$ cat config.mk
export PLATFORM = sky130hd
export DESIGN_NAME = mem_arbiter_rr
export DESIGN_NICKNAME = d
export VERILOG_FILES = /design/src/rtl/mem_arbiter_rr.sv
export SDC_FILE = /design/constraint.sdc
export NUM_CORES = 1
export LEC_CHECK = 0
export CAP_MARGIN = 20
export CORE_AREA = 2 2 115 117
export CTS_CLUSTER_DIAMETER = 120
export CTS_CLUSTER_SIZE = 30
export DETAILED_ROUTE_END_ITERATION = 7
export DIE_AREA = 0 0 117 119
export PLACE_DENSITY_LB_ADDON = 0.05
export SYNTH_ARGS = -nofsm -noshare
export SYNTH_HDL_FRONTEND = slang
export SYNTH_SLANG_ARGS = --single-unit
export TNS_END_PERCENT = 50
$ cat constraint.sdc
create_clock -name clk -period 3.3 [get_ports clk]
set_input_delay 0.66 -clock clk [delete_from_list [all_inputs] [get_ports clk]]
set_output_delay 0.66 -clock clk [all_outputs]
set_load 0.005 [all_outputs]
$ cat src/rtl/mem_arbiter_rr.sv
// mem_arbiter_rr
//   Round-robin arbiter for NUM_CH requesters in front of one single-port
//   memory. It runs one memory transaction at a time. Each transaction ends
//   with a one-cycle done pulse on the owning channel. The error pulse marks
//   an illegal request (read and write both set) or a mem_ready timeout.
//
// Ports
//   clk, rst_n          clock (rising edge), asynchronous active-low reset
//   en                  arbitration enable (does not abort an in-flight access)
//   req_rd, req_wr      per-channel level requests, held until rsp_done
//   req_addr, req_wdata per-channel address / write data, channel i at [i*W +: W]
//   rsp_rdata           per-channel last read data, same packing
//   rsp_done, rsp_err   per-channel one-cycle completion / error pulses
//   grant               one-hot owner of the current transaction, 0 when idle
//   busy                high whenever the FSM is not in IDLE
//   mem_*               memory control, address, write data, read data, ready
//
// All outputs are registered.

module mem_arbiter_rr #(
  parameter int NUM_CH      = 4,
  parameter int ADDR_W      = 8,
  parameter int DATA_W      = 8,
  parameter int TIMEOUT_CYC = 16
) (
  input  logic                     clk,
  input  logic                     rst_n,
  input  logic                     en,
  input  logic [NUM_CH-1:0]        req_rd,
  input  logic [NUM_CH-1:0]        req_wr,
  input  logic [NUM_CH*ADDR_W-1:0] req_addr,
  input  logic [NUM_CH*DATA_W-1:0] req_wdata,
  output logic [NUM_CH*DATA_W-1:0] rsp_rdata,
  output logic [NUM_CH-1:0]        rsp_done,
  output logic [NUM_CH-1:0]        rsp_err,
  output logic [NUM_CH-1:0]        grant,
  output logic                     busy,
  output logic                     mem_en,
  output logic                     mem_read,
  output logic                     mem_write,
  output logic [ADDR_W-1:0]        mem_addr,
  output logic [DATA_W-1:0]        mem_wdata,
  input  logic [DATA_W-1:0]        mem_rdata,
  input  logic                     mem_ready
);

  localparam int IDX_W = $clog2(NUM_CH);
  // The counter only has to reach TIMEOUT_CYC-1; keep one bit when disabled.
  localparam int CNT_W = (TIMEOUT_CYC > 0) ? $clog2(TIMEOUT_CYC + 1) : 1;

  typedef enum logic [1:0] {IDLE, ACCESS, DONE} state_t;

  state_t             state_reg, state_next;
  logic [IDX_W-1:0]   ptr_reg, ptr_next;
  logic [IDX_W-1:0]   gidx_reg, gidx_next;
  logic [CNT_W-1:0]   cnt_reg, cnt_next;
  logic               rd_op_reg, rd_op_next;
  logic [NUM_CH-1:0]  grant_reg, grant_next;
  logic [NUM_CH-1:0]  done_reg, done_next;
  logic [NUM_CH-1:0]  err_reg, err_next;
  logic               busy_reg, busy_next;
  logic               mem_en_reg, mem_en_next;
  logic               mem_read_reg, mem_read_next;
  logic               mem_write_reg, mem_write_next;
  logic [ADDR_W-1:0]  mem_addr_reg, mem_addr_next;
  logic [DATA_W-1:0]  mem_wdata_reg, mem_wdata_next;
  logic [DATA_W-1:0]  rdata_reg [NUM_CH];
  logic               rdata_we;

  logic [NUM_CH-1:0]  pending;
  logic [NUM_CH-1:0]  illegal;
  logic [ADDR_W-1:0]  addr_arr  [NUM_CH];
  logic [DATA_W-1:0]  wdata_arr [NUM_CH];

  // Unpack the flat request buses and pack the read-data registers.
  generate
    for (genvar gi = 0; gi < NUM_CH; gi++) begin : g_ch
      assign pending[gi]   = req_rd[gi] | req_wr[gi];
      assign illegal[gi]   = req_rd[gi] & req_wr[gi];
      assign addr_arr[gi]  = req_addr[gi*ADDR_W +: ADDR_W];
      assign wdata_arr[gi] = req_wdata[gi*DATA_W +: DATA_W];
      assign rsp_rdata[gi*DATA_W +: DATA_W] = rdata_reg[gi];
    end
  endgenerate

  // Round-robin search. The first pending channel at or above ptr wins,
  // wrapping around to channel 0.
  logic               found;
  logic [IDX_W-1:0]   sel_idx;
  logic [IDX_W-1:0]   sel_inc;

  always_comb begin : arb
    int               cand;
    logic [IDX_W-1:0] cand_idx;
    found    = 1'b0;
    sel_idx  = '0;
    cand     = 0;
    cand_idx = '0;
    for (int k = 0; k < NUM_CH; k++) begin
      cand = int'(ptr_reg) + k;
      if (cand >= NUM_CH) cand = cand - NUM_CH;
      cand_idx = IDX_W'(cand);
      if (!found && pending[cand_idx]) begin
        found   = 1'b1;
        sel_idx = cand_idx;
      end
    end
    sel_inc = (sel_idx == IDX_W'(NUM_CH - 1)) ? '0 : sel_idx + 1'b1;
  end

  // Next-state and registered-output logic.
  always_comb begin
    state_next     = state_reg;
    ptr_next       = ptr_reg;
    gidx_next      = gidx_reg;
    cnt_next       = cnt_reg;
    rd_op_next     = rd_op_reg;
    grant_next     = grant_reg;
    done_next      = '0;
    err_next       = '0;
    mem_en_next    = 1'b0;
    mem_read_next  = 1'b0;
    mem_write_next = 1'b0;
    mem_addr_next  = '0;
    mem_wdata_next = '0;
    rdata_we       = 1'b0;

    case (state_reg)
      IDLE: begin
        grant_next = '0;
        cnt_next   = '0;
        if (en && found) begin
          gidx_next           = sel_idx;
          grant_next[sel_idx] = 1'b1;
          ptr_next            = sel_inc;
          rd_op_next          = req_rd[sel_idx];
          if (illegal[sel_idx]) begin
            // Read+write together is rejected without touching memory.
            state_next         = DONE;
            done_next[sel_idx] = 1'b1;
            err_next[sel_idx]  = 1'b1;
          end else begin
            state_next     = ACCESS;
            mem_en_next    = 1'b1;
            mem_read_next  = req_rd[sel_idx];
            mem_write_next = req_wr[sel_idx];
            mem_addr_next  = addr_arr[sel_idx];
            mem_wdata_next = req_wr[sel_idx] ? wdata_arr[sel_idx] : '0;
          end
        end
      end

      ACCESS: begin
        if (mem_ready) begin
          // Ready wins over a timeout on the same edge.
          state_next          = DONE;
          done_next[gidx_reg] = 1'b1;
          rdata_we            = rd_op_reg;
        end else if ((TIMEOUT_CYC > 0) && (cnt_reg == CNT_W'(TIMEOUT_CYC - 1))) begin
          // This edge ends the TIMEOUT_CYC-th ACCESS cycle without ready.
          state_next          = DONE;
          done_next[gidx_reg] = 1'b1;
          err_next[gidx_reg]  = 1'b1;
        end else begin
          mem_en_next    = 1'b1;
          mem_read_next  = mem_read_reg;
          mem_write_next = mem_write_reg;
          mem_addr_next  = mem_addr_reg;
          mem_wdata_next = mem_wdata_reg;
          if (TIMEOUT_CYC > 0) cnt_next = cnt_reg + 1'b1;
        end
      end

      DONE: begin
        state_next = IDLE;
        grant_next = '0;
        cnt_next   = '0;
      end

      default: begin
        state_next = IDLE;
        grant_next = '0;
        cnt_next   = '0;
      end
    endcase

    busy_next = (state_next != IDLE);
  end

  always_ff @(posedge clk or negedge rst_n) begin
    if (!rst_n) begin
      state_reg     <= IDLE;
      ptr_reg       <= '0;
      gidx_reg      <= '0;
      cnt_reg       <= '0;
      rd_op_reg     <= 1'b0;
      grant_reg     <= '0;
      done_reg      <= '0;
      err_reg       <= '0;
      busy_reg      <= 1'b0;
      mem_en_reg    <= 1'b0;
      mem_read_reg  <= 1'b0;
      mem_write_reg <= 1'b0;
      mem_addr_reg  <= '0;
      mem_wdata_reg <= '0;
      for (int i = 0; i < NUM_CH; i++) rdata_reg[i] <= '0;
    end else begin
      state_reg     <= state_next;
      ptr_reg       <= ptr_next;
      gidx_reg      <= gidx_next;
      cnt_reg       <= cnt_next;
      rd_op_reg     <= rd_op_next;
      grant_reg     <= grant_next;
      done_reg      <= done_next;
      err_reg       <= err_next;
      busy_reg      <= busy_next;
      mem_en_reg    <= mem_en_next;
      mem_read_reg  <= mem_read_next;
      mem_write_reg <= mem_write_next;
      mem_addr_reg  <= mem_addr_next;
      mem_wdata_reg <= mem_wdata_next;
      if (rdata_we) rdata_reg[gidx_reg] <= mem_rdata;
    end
  end

  assign grant     = grant_reg;
  assign rsp_done  = done_reg;
  assign rsp_err   = err_reg;
  assign busy      = busy_reg;
  assign mem_en    = mem_en_reg;
  assign mem_read  = mem_read_reg;
  assign mem_write = mem_write_reg;
  assign mem_addr  = mem_addr_reg;
  assign mem_wdata = mem_wdata_reg;

endmodule

### Word level (Yosys, flattened, before mapping)

Cells that the tools add are included.

* bitwise logic cells: 10
* add/sub/neg operators: 9
* eq/ne operators: 6
* multiplexer cells: 81
* reduce and logical (&&, ||, !) cells: 14
* magnitude comparators: 15

Operators with widths (count)
* $mux W8: 12
* $bmux W8 S2: 2
* $bwmux W32: 1
* $pmux W8 S2: 2
* $mux W2: 13
* $mux W1: 25
* $mux W4: 6
* $pmux W4 S2: 3
* $lt A2 B3 Y1 const B: 6
* $demux W8 S2: 1
* $ge A3 B3 Y1 const B: 5
* $mux W5: 3
* $bmux W1 S2: 7
* $sub A2 B1 Y2 const B: 4
* $logic_and A1 B1 Y1: 7
* $add A2 B2 Y3 const B: 2
* $not A2 Y3: 2
* $pmux W1 S2: 3
* $add A5 B1 Y5 const B: 1
* $eq A5 B4 Y1 const B: 1
* $and A1 B1 Y1: 4
* $demux W1 S2: 2
* $ge A2 B1 Y1 const B: 2
* $ne A2 B2 Y1 const B: 2
* 13 further kinds: 19

* register bits after elaboration: 76
* input bits: 84
* word-level logic and storage cells: 153

### Longest topological paths before layout

* word-level depth: 22
* depth in mapped cells: 9

### Least setup slack after synthesis

No wires, ideal clock.

* kind: input to register
* from: in req_rd[2]
* to: reg mem_wdata_reg[2] (netlist: mem_wdata[2])
* path slack: 767 ps
* arrival: 2412 ps
* setup time: 122 ps
* stages: 7
* buffers on the path: 1
* path through: or2_1 a221o_1 a21oi_4 inv_4 buf_12 mux4_2 a32o_1

* longest elaborated chain between the ends: 21

RTL lines
* start: declaration: line 29 `input logic [NUM_CH-1:0] req_rd,`
* $or A1 B1 Y1 *: line 78 `assign pending[gi] = req_rd[gi] | req_wr[gi];`
* $bmux W1 S2: line 103 `if (!found && pending[cand_idx]) begin`
* $mux W1 (not written as such): line 103
* $mux W1: line 103
* $logic_not A1 Y1: line 103
* $logic_and A1 B1 Y1: line 103
* $mux W1: line 103
* $logic_not A1 Y1: line 103
* (+5 left out)
* net sel_idx[0]: line 89 `logic [IDX_W-1:0] sel_idx;`
* $not A2 Y3 (not written as such): line 148 `mem_wdata_next = req_wr[sel_idx] ? wdata_arr[sel_idx] : '0;`
* $bmux W8 S2: line 148
* $mux W8 (not written as such) (2 in series): line 148
* $mux W8: line 148
* $mux W8 *: line 137 `if (illegal[sel_idx]) begin`
* $mux W8 *: line 132 `if (en && found) begin`
* $pmux W8 S2 *: line 128 `case (state_reg)`
* end signal: assignment: line 221 `mem_wdata_reg <= mem_wdata_next;`
* end: declaration: line 66 `logic [DATA_W-1:0] mem_wdata_reg, mem_wdata_next;`

Mark *: on every way through the listed nets, which the timed path passes. The rest lies on a longest branch. The select of a mux whose other input is x is not followed.
A chain may end at the register's enable or synchronous reset.

### Final worst setup path

* from: in req_rd[3]
* to: reg mem_wdata_reg[1] (netlist: mem_wdata[1])

Same word-level chain as after synthesis.

==> results.sh <==
export IMPL_ios=148
export IMPL_core_rowCount=42
export IMPL_dieWidth_um=117
export IMPL_cts_path_max_buffers=2
export IMPL_crit_path_max_incr_delay_ps=600
export IMPL_synth_edff_count=0
export IMPL_syn_nets=353
export IMPL_crit_path_max_fanout=23
export IMPL_cp_arrival_ps=3030
export IMPL_fin_crit_ps=2810
export IMPL_netlist_area_sq_um=3610
export IMPL_powerDensity_nw_per_um2=763
export IMPL_numCtsBuffers=9
export IMPL_maxSlewViolCount=0
export IMPL_ys_flop_type="dfrtp_1"
export IMPL_drv_cap=0
export IMPL_syn_inst=263
export IMPL_drive_gt1_share_pct=20.8
export IMPL_worstSetupStartpointType="input port"
export IMPL_largest_register_ffs=32
export IMPL_ant_nets=0
export IMPL_slew_headroom_pct=59.4
export IMPL_final_nets=512
export IMPL_ys_warn_count=0
export IMPL_tightestPinTransition_ps=607
export IMPL_required_ps=3520
export IMPL_start_util_pct=28.1
export IMPL_cpLargestDelayFamily="buffers and inverters"
export IMPL_routedWlPerCell_um=16.4
export IMPL_finalWirelength_um=9910
export IMPL_cts_hold_buf=0
export IMPL_cts_tree="done"
export IMPL_drc=0
export IMPL_dp_hpwl_um=7170
export IMPL_cts_sinks=76
export IMPL_status="completed"
export IMPL_crit_slowest_cell="mux4_1"
export IMPL_final_setup_viol_count=0
export IMPL_diodes=0
export IMPL_firstDrtPassIters=4
export IMPL_yosysSeqAreaShare_pct=52.6
export IMPL_grt_pass1_wl_um=15300
export IMPL_clkTransAtPathRegs_ps=60
export IMPL_worstSetupPathType="input port to flop"
export IMPL_rsz0062_at_grt="no"
export IMPL_gp_congestion=0.822
export IMPL_reg2reg_to="mem_wdata[1]"
export IMPL_hp_class="input port to asynchronous set/reset pin"
export IMPL_irDropWorstVdd_mv=0.427
export IMPL_timing_setup_tns_ps=0
export IMPL_critPathBufInv=2
export IMPL_synth_top_area_share_pct=52.6
export IMPL_via_count=2833
export IMPL_core_area_sq_um=12900
export IMPL_cp_endpoint="mem_wdata[1]"
export IMPL_path_depth=7
export IMPL_cts_setup_buffers=0
export IMPL_cts_resized=0
export IMPL_vias_per_cell=4.70
export IMPL_dp_cells=586
export IMPL_worst_clock_skew_ps=8.33
export IMPL_grt_max_degree=77
export IMPL_h_tree_depth=3
export IMPL_drtIter0Drc=88
export IMPL_first_global_vias=2914
export IMPL_die_y_um=119
export IMPL_synthArstFlopShare_pct=100
export IMPL_ys_seq_elements=76
export IMPL_hold_violations=0
export IMPL_syn_area_per_cell_sq_um=13.7
export IMPL_r2r_start="ptr_reg[0]"
export IMPL_port_buffers=147
export IMPL_grt_usage_pct=14.5
export IMPL_ys_top_cells_by_area="dfrtp_1, mux2_2, mux4_2, a32o_1, a22o_1"
export IMPL_finalCritPeriodShare_pct=85.0
export IMPL_worstSkewPairLatency_ps=340
export IMPL_dieArea_sq_um=13900
export IMPL_ys_types=44
export IMPL_num_fill_cells=1226
export IMPL_crit_chain="clkdlybuf4s50_1, nor2_1, a221o_1, a21oi_4, inv_4, mux4_1, a32o_1"
export IMPL_place_area_sq_um=5320
export IMPL_synth_top_area_cell="dfrtp_1"
export IMPL_finalNonFillerCells=603
export IMPL_syn_to_final_growth_pct=56.0
export IMPL_antenna_found_initial=0
export IMPL_timing_critical_path_from="req_rd[3]"
export IMPL_timing_fmax_mhz=356
export IMPL_grt_overflow=0
export IMPL_ctsRootBufferMaster="clkbuf_16"
export IMPL_p_leak_nw=2.38
export IMPL_r2r_cells=6
export IMPL_endpoint_kind="flop"
export IMPL_worst_r2r_setup_slack_ps=1010
export IMPL_final_area_sq_um=5630
## Yosys cell counts (3+ instances only)
cell type  instances
dfrtp_1           76
mux2_2            34
nand2_1           17
a32o_1            16
mux4_2            14
a22o_1            13
nor2_1            12
clkbuf_1           8
o21ai_0            8
ha_1               6
a21oi_1            5
inv_1              4
nand4_1            3
nor2b_1            3
o211ai_1           3
or2_2              3
## layout make-up
cell class	instances	area (sq um)	share of cell area (%)
flip-flops and latches	76	1900	33.8
clock inverters	7	58.8	1.04
repair buffers	159	1580	28.0
multi-input cells	171	1630	28.9
well taps	176	220	3.91
clock buffers	9	225	4.00
inverters	5	21.3	0.378
## kinds of logic after synthesis
family,share of synthesized area (%)
AO/OA/AOI/OAI,13.4
XOR/XNOR,0.728
adder cells (fa/ha/maj),2.08
buffers and inverters,2.42
flip-flops,52.6
multiplexers,21.3
AND/OR/NAND/NOR,7.41
## layer usage
layer	share of wire, %	vias to the layer above	routed length [um]	track usage (%)
met1	43	1390	4270	18.5
met5	0	-	0	0
met3	8.2	7	811	5.24
li1	-	1330	-	-
met2	48	106	4720	22.9
met4	1.1	0	109	4.63
## where the power goes
group          total, W  internal [W]  switching (W)
Sequential      0.00144       0.00125       0.000192
Combinational   0.00191       0.00113       0.000777
Clock          0.000948      0.000523       0.000426
Total           0.00430       0.00290        0.00139
## worst min-delay path by stage
stage | start | end | slack (ps) | cells past startpoint
global placement | mem_wdata[7] | mem_wdata[7] | 480 | 1
CTS | mem_wdata[6] | mem_wdata[6] | 500 | 1
global route | rst_n | rsp_rdata[6] | 120 | 1
detailed placement | mem_wdata[6] | mem_wdata[6] | 480 | 1
floorplan | rst_n | busy | 360 | 0
finish | rst_n | rsp_rdata[9] | 130 | 1
## metrics by stage
step	worst slack, ps	power [W]	util (%)	hold slack (ps)
3_3_place_gp	185	0.00340	41.3	478
5_1_grt	362	0.00460	43.8	119
3_5_place_dp	126	0.00341	41.3	483
2_1_floorplan	767	0.00248	-	364
4_1_cts	489	0.00438	43.5	496
6_report	494	0.00430	43.8	131
## layout by cell type (no fill, tap or decap), drive strengths merged, types with 5 or more instances in the layout
master and count:
clkbuf 9, nand2 17, clkdlybuf4s50 146, a32o 16
a22o 13, ha 6, nor2 12, buf 13
mux2 34, a21oi 6, o21ai 8, or2 5
dfrtp 76, mux4 16, inv 9
Note: power is estimated with default switching activity, not from simulation.
